File: src/rtl/fetch_unit.sv
// fetch_unit: 6502 fetch stage. Owns the PC, reads opcode and operand bytes over a
// req/ack port, strobes them into IR/operand registers, and offers the instruction downstream.
module fetch_unit #(
  parameter int                ADDR_W   = 16,
  parameter int                DATA_W   = 8,
  parameter logic [ADDR_W-1:0] RESET_PC = ADDR_W'(16'h0200)
) (
  input  logic              clk,
  input  logic              rst_n,
  output logic [ADDR_W-1:0] mem_addr,
  output logic              mem_rd,
  input  logic              mem_ack,
  input  logic [DATA_W-1:0] mem_data,
  input  logic [1:0]        opc_len,
  output logic [DATA_W-1:0] byte_out,
  output logic              ir_load,
  output logic              op_lo_load,
  output logic              op_hi_load,
  output logic              instr_valid,
  input  logic              instr_ready,
  input  logic              pc_load,
  input  logic [ADDR_W-1:0] pc_in,
  output logic              busy
);
  typedef enum logic [1:0] {F_OP, F_LO, F_HI, HOLD} state_t;
  state_t            state_q;
  logic [ADDR_W-1:0] pc_q;
  logic [DATA_W-1:0] byte_q;
  logic [1:0]        len_q, len_d;
  logic              mem_rd_q, ir_q, lo_q, hi_q, valid_q, last;
  assign len_d = (opc_len == 2'd0) ? 2'd1 : opc_len;
  // Final byte of the instruction: the opcode length decides on F_OP, the held length afterwards.
  assign last = state_q == F_HI || (state_q == F_LO && len_q == 2'd2) ||
                (state_q == F_OP && len_d == 2'd1);
  always_ff @(posedge clk or negedge rst_n) begin
    if (!rst_n) begin
      state_q  <= F_OP;
      pc_q     <= RESET_PC;
      mem_rd_q <= 1'b0;
      byte_q   <= '0;
      len_q    <= 2'd1;
      ir_q     <= 1'b0;
      lo_q     <= 1'b0;
      hi_q     <= 1'b0;
      valid_q  <= 1'b0;
    end else begin
      ir_q <= 1'b0;
      lo_q <= 1'b0;
      hi_q <= 1'b0;
      if (pc_load) begin
        pc_q     <= pc_in;
        state_q  <= F_OP;
        mem_rd_q <= 1'b0;
        valid_q  <= 1'b0;
      end else if (state_q == HOLD) begin
        if (instr_ready) begin
          state_q  <= F_OP;
          valid_q  <= 1'b0;
          mem_rd_q <= 1'b1;
        end
      end else if (mem_rd_q && mem_ack) begin
        byte_q   <= mem_data;
        pc_q     <= pc_q + 1'b1;
        ir_q     <= state_q == F_OP;
        lo_q     <= state_q == F_LO;
        hi_q     <= state_q == F_HI;
        len_q    <= (state_q == F_OP) ? len_d : len_q;
        state_q  <= last ? HOLD : (state_q == F_OP ? F_LO : F_HI);
        valid_q  <= last;
        mem_rd_q <= !last;
      end else begin
        mem_rd_q <= 1'b1;
      end
    end
  end
  assign mem_addr    = pc_q;
  assign mem_rd      = mem_rd_q;
  assign byte_out    = byte_q;
  assign ir_load     = ir_q;
  assign op_lo_load  = lo_q;
  assign op_hi_load  = hi_q;
  assign instr_valid = valid_q;
  assign busy        = state_q != HOLD;
endmodule
File: config.mk
export PLATFORM = sky130hd
export DESIGN_NAME = fetch_unit
export DESIGN_NICKNAME = d
export VERILOG_FILES = /design/src/rtl/fetch_unit.sv
export SDC_FILE = /design/constraint.sdc
export NUM_CORES = 1
export LEC_CHECK = 0
export CELL_PAD_IN_SITES_DETAIL_PLACEMENT = 1
export CELL_PAD_IN_SITES_GLOBAL_PLACEMENT = 1
export CORE_ASPECT_RATIO = 2
export CORE_UTILIZATION = 32
export CTS_CLUSTER_DIAMETER = 30
export DETAILED_ROUTE_END_ITERATION = 8
export GPL_TIMING_DRIVEN = 0
export PLACE_DENSITY_LB_ADDON = 0.08
export SETUP_SLACK_MARGIN = 0.2
export SYNTH_ARGS = -nofsm -noshare
export SYNTH_HDL_FRONTEND = slang
export SYNTH_SLANG_ARGS = --single-unit
export TNS_END_PERCENT = 30
File: constraint.sdc
create_clock -name clk -period 2.33 [get_ports clk]
set_input_delay 0.466 -clock clk [delete_from_list [all_inputs] [get_ports clk]]
set_output_delay 0.466 -clock clk [all_outputs]
set_load 0.01 [all_outputs]
# Word-level counts from Yosys, hierarchy flattened
# Cells that the tools add are included.
# classes
reduce_logical	14
mul	0
shifts	0
order_cmp	0
n_eq_ne	8
addsub	1
muxes	27
n_div	0
bitwise_logic	2
# ops
op	count
$mux 16	3
$mux 1	17
$add 16x1->16 const B	1
$mux 2	7
$eq 2x2->1 const B	3
$eq 2x1->1 const B	2
$logic_not 2->1	2
$ne 2x2->1 const B	2
$reduce_and 2->1	2
$reduce_and 4->1	1
$logic_and 1x1->1	3
$ne 3x3->1 const B	1
$reduce_and 3->1	1
$reduce_bool 3->1	1
$logic_or 1x1->1	2
$not 1->1	2
$reduce_bool 2->1	1
$logic_not 1->1	1
# totals
regBits	33
output_inout_bits	30
latch_bits	0
inputBits	31
word_cells	61
mem_bits_rw	0
romBits	0
memories	0

# Depth between registers and ports, before layout
# Gate-level depths: netlist of the first run.
# depth
word_depth	9
depth_mapped	7
mapped_depth_nobuf	5

# Worst setup path after synthesis of the first run
# Ideal clock, no wire load.
# synth_path
path_kind	reg2reg
start	reg state_q[1]
end	reg pc_q[13] (netlist: mem_addr[13])
setup_ns	0.082
path_stages_with_launch	8
t_required_ns	2.248
slack_ns	0.396
period_less_slack_ns	1.934
n_path_buf	3
arrival_ns	1.852
path_cell_list	dfrtp_1 > buf_6 > and2_4 > buf_6 > or4_1 > buf_2 > or3_1 > a31oi_1
# synth_between
elab_chain_cells	3
# synth_rtl
element	line_no	text
start, declared	26	state_t state_q;
start signal, assigned	68	state_q <= last ? HOLD : (state_q == F_OP ? F_LO : F_HI);
$eq 2x2->1	55	end else if (state_q == HOLD) begin
$ne 2x2->1 (no source line)	--	
$reduce_and 2->1 (no source line)	--	
end signal, assigned	51	pc_q <= pc_in;
end signal, assigned	63	pc_q <= pc_q + 1'b1;
end, declared	27	logic [ADDR_W-1:0] pc_q;
# No other way between the ends.
# A chain may end at the register's enable or synchronous reset.

# Worst setup path after layout of the first run
# layout_path
start	in mem_ack
end	reg pc_q[14] (netlist: mem_addr[14])
# layout_between
elab_chain_cells	3
# layout_rtl
element	line_no	text
start, declared	12	input logic mem_ack,
$logic_and 1x1->1	61	end else if (mem_rd_q && mem_ack) begin
$reduce_bool 2->1 (no source line)	--	
$reduce_and 2->1 (no source line)	--	
# No other way between the ends.

==> out/metrics.yaml, run 1 <==
setup_path:
  r2r_end: "mem_addr[11]$_DFFE_PN0P_"
  worst_setup_path_start_kind: "primary input"
  crit_type: "in -> reg"
  timing.rr.start: "state_q[0]$_DFFE_PN0P_"
  r2r_slack_ps: 270
  cp_data_arrival_time_ps: 2360
  cpPeakStageDelay_ps: 530
  cp_slowest_cell: "or4_1"
  r2r_cells: 6
  end_kind: "flop"
  critPathMaxFanout: 8
  path_cells: "clkdlybuf4s50_1 > nand2_1 > or3_1 > or4_1 > a31oi_1"
  cp.required_ps: 2550
power_and_ir_drop:
  static-leakage-power_nw: 0.916
  peakVddDrop_uv: 472
  power.switching_uw: 440
  p_int_mw: 1.08
  finalPower_mw: 1.52
  power_switching_share_pct: 28.9
  pwr-share-clk_pct: 28.1
  p_comb_share_pct: 24.8
  power.density_nw_per_um2: 647
  pwr-share-seq_pct: 47.1
detailed_routing:
  route.detailed.drc: 0
  ant_nets: 0
  met3WireLength_um: 239
  top_layer_used: "met4"
  wire_per_inst_um: 16.6
  finalWirelength_um: 4700
  drt-met1-wl_um: 1550
  dr.pass1.iters: 4
  drtIter0Drc: 13
  met2_length_um: 2820
  vias_per_cell: 5.29
  num_vias: 1498
timing:
  rsz0062_at_grt: "yes"
  slew_viol_final: 0
  timing.fmax_ghz: 0.468
  setup_viol: 0
  hold_viol: 0
  tightest_slew_ps: 778
  whs_ps: 243
  period_minus_slack_ps: 2140
  relSlewSlack_pct: 48.1
  clock_skew_ps: 4.91
  timing.final.crit_share_pct: 91.6
yosys:
  syn_avg_cell_area_um2: 10.2
  synth_ff_type: "dfrtp_1"
  synth_cell_types: 39
  syn_area_um2: 1620
  netlist_instances: 159
  synth_top_cell_by_area: "dfrtp_1"
  yosysSeqAreaShare_pct: 51.2
  yosysWarnings: 0
  ys_seq_elements: 33
  synthTopCellsByArea: "dfrtp_1, mux2_2, nand2_1, dfstp_2, a31oi_1"
  async_flop_share_pct: 100
  synth.net_count: 191
  synth_edf_count: 0
  netlist.area_leader.share_pct: 48.0
placement:
  io_buffers: 59
  hpwlAfterDp_um: 3670
  gp_congestion: 0.764
die:
  start_util_pct: 33.3
  die-width_um: 52.3
  io_pins: 61
  die_area_um2: 5360
  rows: 36
  die_y_um: 103
  core_um2: 4860
grt:
  groute.usage.overall_pct: 19.9
  grt_antenna_before_repair: 0
  grt_pass1_vias: 1605
  grt_pass1_wl_um: 7550
  grt_max_degree: 34
  grt-ovfl-total: 0
clock_network:
  cts.clk_slew.worst_paths_ps: 70
  cts_tree: "done"
  h-tree-depth: 2
  clk_latency_ps: 300
  clockRootBuffer: "clkbuf_8"
  numCtsBuffers: 5
  clock_sinks: 33
  cts.path.max_buffers: 2
  cts_setup_buffers: 0
worst_hold_path:
  hold_class: "in -> async"
status:
  status: "finished clean"
flow_run:
  drv_cap: 0
cells_and_area:
  drive_above_1_share_pct: 11.9
  nNetsFinal: 257
  antenna_cells: 0
  area_growth_pct: 45.8
  utilization_pct: 48.5
==> placed cells by master, fill, tap and decap left out, types with 5 or more instances in the layout <==
| cell type | n |
|---|---|
| clkdlybuf4s50_1 | 57 |
| a31oi_1 | 7 |
| o21ai_0 | 7 |
| mux2_2 | 10 |
| nand3_1 | 7 |
| nand2_1 | 20 |
| nor2_1 | 8 |
| dfrtp_1 | 31 |
| clkbuf_8 | 5 |
| or3_1 | 5 |
| clkbuf_1 | 5 |
| o21ai_1 | 5 |
==> critical path: cells and delay by family <==
kind                   cells  cell delay, ps
AO/OA/AOI/OAI              1             170
buffers and inverters      1             490
AND/OR/NAND/NOR            3            1220
==> power groups by stage <==
stage / Combinational (mW) / Clock [mW] / Sequential, mW
2_1_floorplan: 0.128 / 0 / 0.746
3_3_place_gp: 0.372 / 0 / 0.724
3_5_place_dp: 0.384 / 0 / 0.730
4_1_cts: 0.385 / 0.443 / 0.720
5_1_grt: 0.413 / 0.471 / 0.732
6_report: 0.378 / 0.429 / 0.718
==> kinds of logic (layout without fill, tap and decap cells) <==
kind of cell	Yosys count	after routing	synth area share [%]
buffers and inverters	11	78	3.56
muxes	11	11	7.58
xor gates and xnor gates	7	7	3.79
adders and majority gates	1	1	0.773
and+or+nand+nor	67	67	22.0
AOI/OAI and AO/OA	29	29	11.1
DFF	33	33	51.2
==> layer usage <==
metal  GRT usage, %  up-vias
li1               -      708
met4           8.50        0
met5              0        -
met2           38.2       41
met1           18.5      744
met3           6.05        5
==> worst max path at each step <==
stage | startpoint | cells past startpoint | endpoint | slack (ps)
after global routing | mem_ack | 5 | mem_addr[14]$_DFFE_PN0P_ | 130
after detailed placement | mem_ack | 5 | mem_addr[14]$_DFFE_PN0P_ | -120
after floorplan | state_q[1]$_DFFE_PN0P_ | 7 | mem_addr[13]$_DFFE_PN0P_ | 400
final | mem_ack | 5 | mem_addr[14]$_DFFE_PN0P_ | 190
after global placement | mem_ack | 5 | mem_addr[14]$_DFFE_PN0P_ | -110
after CTS | mem_ack | 5 | mem_addr[14]$_DFFE_PN0P_ | 190
==> Yosys cell counts, types with 3 or more instances <==
library cell  number
nor4b_1            3
xnor2_1            4
a31oi_1            7
nor4_1             3
inv_1              3
nor2_1             9
o21ai_0            7
or3_1              5
o21ai_1            5
clkbuf_1           4
nand2_1           20
dfrtp_1           31
mux2_2            10
nand3_1            7
nand4_1            4
xor2_1             3
or4_1              4
==> per-stage QoR <==
| stage | cells | cell area (um^2) | setup TNS, ps | setup WS (ps) |
|---|---|---|---|---|
| final | 283 | 2360 | 0 | 195 |
| after CTS | 283 | 2360 | 0 | 192 |
| after floorplan | 159 | 1620 | 0 | 396 |
| after global routing | 283 | 2360 | 0 | 135 |
| after detailed placement | 275 | 2270 | -1080 | -121 |
| after global placement | 275 | 2280 | -692 | -110 |
==> timing repair <==
item / in CTS / in global routing
gates resized for setup: 1 / 1
hold buffers: 0 / 0
setup endpoints to repair: 2 / 11
==> cell type report <==
| type | instances | area, um^2 |
|---|---|---|
| tap | 57 | 71.3 |
| inverter | 4 | 15.0 |
| timing repair buffer | 59 | 584 |
| fill | 562 | 2510 |
| clock inverter | 2 | 10.0 |
| sequential | 33 | 828 |
| buffer | 7 | 42.5 |
| multi-input combinational | 115 | 734 |
| clock buffer | 6 | 72.6 |
==> sequential cells by signal, indices dropped and copies added, names as in the netlist <==
| name | count |
|---|---|
| state_q | 2 |
| instr_valid | 1 |
| len_q | 2 |
| ir_load | 1 |
| op_hi_load | 1 |
| op_lo_load | 1 |
| mem_addr | 16 |
| mem_rd | 1 |
| byte_out | 8 |
Note: power is estimated with default switching activity, not from simulation.
==> run 2: changes to the inputs <==
--- a/config.mk
+++ b/config.mk
@@ -13,6 +13,7 @@
 export DETAILED_ROUTE_END_ITERATION = 8
 export GPL_TIMING_DRIVEN = 0
 export PLACE_DENSITY_LB_ADDON = 0.08
+export REMOVE_ABC_BUFFERS = 1
 export SETUP_SLACK_MARGIN = 0.2
 export SYNTH_ARGS = -nofsm -noshare
 export SYNTH_HDL_FRONTEND = slang
==> out/metrics.yaml, run 2 (synthesis gave the netlist of run 1 again) <==
status:
  status: "finished clean"
clock_network:
  clock_sinks: 33  # unchanged
  h-tree-depth: 2  # unchanged
  cts_tree: "done"
  holdBufCountCts: 0  # unchanged
  cts_setup_buffers: 0  # unchanged
  cts.clk_slew.worst_paths_ps: 70  # about the same
  clockRootBuffer: "clkbuf_8"
  numCtsBuffers: 5  # unchanged
  clk_latency_ps: 280  # -20 ps
  cts.path.max_buffers: 2  # unchanged
timing:
  setup_slack_ps: 248  # +52.8 ps
  period_minus_slack_ps: 2080  # -52.8 ps
  whs_ps: 251  # +8.12 ps
  tightest_slew_ps: 1020  # +241 ps
  relSlewSlack_pct: 32.1  # -16 points
  timing.fmax_ghz: 0.480  # +2.5%
  setup_viol: 0  # unchanged
  slew_viol_final: 0  # unchanged
  timing.final.crit_share_pct: 89.4  # -2.3 points
  hold_viol: 0  # unchanged
  rsz0062_at_grt: "yes"
  clock_skew_ps: 3.42  # -1.49 ps
power_and_ir_drop:
  peakVddDrop_uv: 406  # -14%
  power_switching_share_pct: 27.6  # -1.3 points
  p_int_mw: 1.12  # +3.0%
  pwr-share-clk_pct: 29.0  # +0.9 points
  power.switching_uw: 426  # -3.2%
  p_comb_share_pct: 24.2  # -0.6 points
  pwr-share-seq_pct: 46.8  # -0.3 points
  finalPower_mw: 1.54  # +1.2%
  power.density_nw_per_um2: 655  # +1.3%
  static-leakage-power_nw: 0.909  # -0.74%
placement:
  io_buffers: 60  # +1.7%
  gp_congestion: 0.786  # +2.9%
  hpwlAfterDp_um: 3380  # -7.8%
  dpl.cell_count: 269  # -2.2%
  place_ws_ps: -378  # -257 ps
  place_area_um2: 2240  # -1.4%
grt:
  grt-ovfl-total: 0  # unchanged
  grt_pass1_vias: 1627  # +1.4%
  grt_max_degree: 34  # unchanged
  grt_antenna_before_repair: 0  # unchanged
  grt_pass1_wl_um: 7240  # -4.1%
  groute.usage.overall_pct: 18.7  # -1.2 points
setup_path:
  end_kind: "flop"
  r2r_cells: 5  # -1
  r2r_slack_ps: 310  # +40 ps
  r2r_end: "mem_addr[14]$_DFFE_PN0P_"
  cp_data_arrival_time_ps: 2290  # -70 ps
  critPathMaxFanout: 8  # unchanged
  worst_setup_path_start_kind: "primary input"
  cp.required_ps: 2540  # about the same
  timing.rr.start: "mem_addr[0]$_DFFE_PN0P_"
  crit_type: "in -> reg"
detailed_routing:
  ant_nets: 0  # unchanged
  route.detailed.drc: 0  # unchanged
  dr.pass1.iters: 4  # unchanged
  wire_per_inst_um: 16.1  # -2.8%
  vias_per_cell: 5.30  # +0.19%
  num_vias: 1469  # -1.9%
  drtIter0Drc: 3  # -10
  finalWirelength_um: 4470  # -4.9%
cells_and_area:
  largest_reg_flops: 16  # unchanged
  stdcell_area_um2: 2360  # about the same
  area_growth_pct: 45.7  # about the same
  nNetsFinal: 251  # -2.3%
  layout_common_cells: "clkdlybuf4s50_1, dfrtp_1, nand2_1"
  drive_above_1_share_pct: 12.7  # +0.78 points
  stdcell_count: 277  # -2.1%
  final_common_cell: "clkdlybuf4s50_1"
  antenna_cells: 0  # unchanged
die:
  io_pins: 61  # unchanged
  core_um2: 4860  # unchanged
  start_util_pct: 33.3  # unchanged
  die_area_um2: 5360  # unchanged
  die_y_um: 103  # unchanged
  die-width_um: 52.3  # unchanged
  rows: 36  # unchanged
worst_hold_path:
  hold_class: "in -> async"
flow_run:
  drv_cap: 0  # unchanged
-- run 2: cell count changes in the layout (fill, tap and decap cells not counted), sizes merged --
| cell | delta |
|---|---|
| clkbuf | -2 |
| dlygate4sd2 | -1 |
| buf | -3 |
| clkinv | -2 |
| clkdlybuf4s15 | +1 |
| clkdlybuf4s50 | +1 |
-- run 2: layout make-up --
class	instances	area (um^2)
clock buffer	8	90.1
fill	568	2510
inverter	4	15.0
multi-input combinational	115	757
sequential	33	828
tap	57	71.3
timing repair buffer	60	596
-- run 2: worst max-delay path by stage --
stage	startpoint	end	slack [ps]	cells after the start
finish	mem_ack	mem_addr[14]$_DFFE_PN0P_	250	5
global route	pc_load	mem_addr[4]$_DFFE_PN0P_	160	3
CTS	mem_ack	mem_addr[14]$_DFFE_PN0P_	150	5
detailed placement	pc_load	byte_out[2]$_DFFE_PN0P_	-380	3
global placement	pc_load	len_q[1]$_DFFE_PN0P_	-270	3
floorplan	mem_addr[0]$_DFFE_PN0P_	mem_addr[14]$_DFFE_PN0P_	470	5
-- run 2: metrics by stage --
step	util (%)	TNS [ps]
floorplan	-	0
global placement	46.2	-3120
detailed placement	46.1	-4810
CTS	48.1	0
global route	48.5	0
finish	48.5	0
-- run 2: power groups by stage --
stage                     sequential [mW]  clock, mW  combinational [mW]
after floorplan                     0.747          0               0.118
after global placement              0.726          0               0.365
after detailed placement            0.732          0               0.376
after CTS                           0.722      0.465               0.378
after global routing                0.735      0.480               0.406
final                               0.722      0.448               0.373
-- run 2: timing repair --
action,in CTS,in global routing
gates cloned,0,0
gates resized for setup,3,5
setup endpoints to repair,17,9
-- run 2: critical path, cell delays in order --
cell and delay [ps]:
clkdlybuf4s50_1 530, nand2_2 150, or3_4 440, or4_1 530, a31oi_1 180
-- run 2: metal layers --
layer / global-route usage, % / wire length (um)
met2: 35.2 / 2540
met1: 17.9 / 1580
met4: 9.72 / 113
met3: 4.42 / 235
met5: 0 / 0
==> run 3: changes to the inputs <==
--- a/config.mk
+++ b/config.mk
@@ -8,7 +8,7 @@
 export CELL_PAD_IN_SITES_DETAIL_PLACEMENT = 1
 export CELL_PAD_IN_SITES_GLOBAL_PLACEMENT = 1
 export CORE_ASPECT_RATIO = 2
-export CORE_UTILIZATION = 32
+export CORE_UTILIZATION = 35
 export CTS_CLUSTER_DIAMETER = 30
 export DETAILED_ROUTE_END_ITERATION = 8
 export GPL_TIMING_DRIVEN = 0
==> constraint.sdc (replaced) <==
create_clock -name clk -period 2.6 [get_ports clk]
set_input_delay 0.52 -clock clk [delete_from_list [all_inputs] [get_ports clk]]
set_output_delay 0.52 -clock clk [all_outputs]
set_load 0.01 [all_outputs]
==> out/metrics.yaml, run 3 (synthesis gave the netlist of run 1 again) <==
timing:
  relSlewSlack_pct: 36.6  # +4.6 points
  setup_slack_ps: 402  # +155 ps
  timing.final.crit_share_pct: 84.5
  slew_viol_final: 0  # unchanged
  period_minus_slack_ps: 2200
  setup_viol: 0  # unchanged
  tightest_slew_ps: 949  # -69.9 ps
  timing.fmax_ghz: 0.455
  whs_ps: 292  # +41.1 ps
  rsz0062_at_grt: "no"
  clock_skew_ps: 6.42  # +3.00 ps
  hold_viol: 0  # unchanged
clock_network:
  h-tree-depth: 2  # unchanged
  cts.path.max_buffers: 2  # unchanged
  cts_tree: "done"
  cts.clk_slew.worst_paths_ps: 70  # about the same
  numCtsBuffers: 5  # unchanged
  holdBufCountCts: 0  # unchanged
  clockRootBuffer: "clkbuf_8"
  clk_latency_ps: 290  # about the same
  clock_sinks: 33  # unchanged
grt:
  grt_antenna_before_repair: 0  # unchanged
  grt_max_degree: 34  # unchanged
  grt-ovfl-total: 0  # unchanged
  grt_pass1_wl_um: 7490  # +3.4%
  groute.usage.overall_pct: 20.1  # +1.4 points
  grt_pass1_vias: 1585  # -2.6%
cells_and_area:
  largest_reg_flops: 16  # unchanged
  drive_above_1_share_pct: 11.8  # -0.91 points
  layout_common_cells: "clkdlybuf4s50_1, dfrtp_1, nand2_1"
  area_growth_pct: 46.5
  antenna_cells: 0  # unchanged
  stdcell_count: 274  # -1.1%
  nNetsFinal: 251  # unchanged
  final_common_cell: "clkdlybuf4s50_1"
placement:
  gp_congestion: 0.728  # -7.3%
  io_buffers: 60  # unchanged
  dpl.cell_count: 266  # -1.1%
  hpwlAfterDp_um: 3390  # about the same
  place_ws_ps: -148  # +230 ps
detailed_routing:
  num_vias: 1475  # +0.41%
  wire_per_inst_um: 16.1  # -0.15%
  ant_nets: 0  # unchanged
  drtIter0Drc: 10  # +7
  vias_per_cell: 5.38  # +1.5%
  route.detailed.drc: 0  # unchanged
  finalWirelength_um: 4410  # -1.2%
  dr.pass1.iters: 4  # unchanged
die:
  core_um2: 4380  # -9.9%
  die-width_um: 50.1  # -4.2%
  start_util_pct: 36.9  # +3.7 points
  die_y_um: 98.2  # -4.3%
  rows: 34  # -5.6%
  die_area_um2: 4910  # -8.3%
  io_pins: 61  # unchanged
power_and_ir_drop:
  peakVddDrop_uv: 452  # +11%
  static-leakage-power_nw: 0.925  # +1.7%
  power.density_nw_per_um2: 627  # -4.3%
setup_path:
  critPathMaxFanout: 8  # unchanged
  crit_type: "in -> reg"
  worst_setup_path_start_kind: "primary input"
  cp.required_ps: 2810  # +270 ps
  cp_data_arrival_time_ps: 2410  # +120 ps
  end_kind: "flop"
status:
  status: "finished clean"
flow_run:
  drv_cap: 0  # unchanged
worst_hold_path:
  hold_class: "in -> async"
## run 3: worst paths after layout
path                                        start  slack [ps]  cells after the start                       end
setup reg to reg           state_q[0]$_DFFE_PN0P_         570                      4  mem_addr[13]$_DFFE_PN0P_
setup / recovery                          mem_ack         400                      5  mem_addr[14]$_DFFE_PN0P_
hold reg to reg              len_q[0]$_DFFE_PN1P_         510                      2      len_q[0]$_DFFE_PN1P_
min in group clk             len_q[0]$_DFFE_PN1P_         510                      2      len_q[0]$_DFFE_PN1P_
hold / removal                              rst_n         290                      1      op_lo_load$_DFF_PN0_
max in group asynchronous                   rst_n        1810                      1  mem_addr[14]$_DFFE_PN0P_
## run 3: power breakdown
part	internal, mW	switching [mW]	leakage [nW]
clock network	0.312	0.196	0.0574
logic	0.201	0.132	0.470
registers	0.584	0.0605	0.397
total	1.10	0.389	0.925
## run 3: layout make-up
cell class                 count  area (um^2)
fill                         489         2010
sequential                    33          828
multi-input combinational    115          741
timing repair buffer          60          598
clock buffer                   6         82.6
tap                           54         67.6
clock inverter                 2         37.5
inverter                       4         15.0
## run 3: stage by stage
step                util (%)  TNS [ps]  total power [mW]  cell area [um^2]
global route            54.1         0              1.56              2370
global placement        51.2      -373             0.976              2240
detailed placement      51.1     -1140             0.991              2240
CTS                     54.0         0              1.51              2370
floorplan                  -         0             0.775              1580
finish                  54.1         0              1.49              2370
## run 3: timing repair
action	4_1_cts	5_1_grt
gates resized for setup	2	1
buffers inserted	0	0
cloned	0	0
setup endpoints to repair	9	9
## run 3: metal layers
layer / GRT usage (%) / wire [um]
met1: 20.0 / 1540
met2: 37.7 / 2570
met3: 5.61 / 228
met4: 7.25 / 73
met5: 0 / 0
## run 3: critical path, cell delays in order
cell and delay [ps]:
clkdlybuf4s50_1 500, nand2_1 190, or3_1 500, or4_1 520, a31oi_1 180
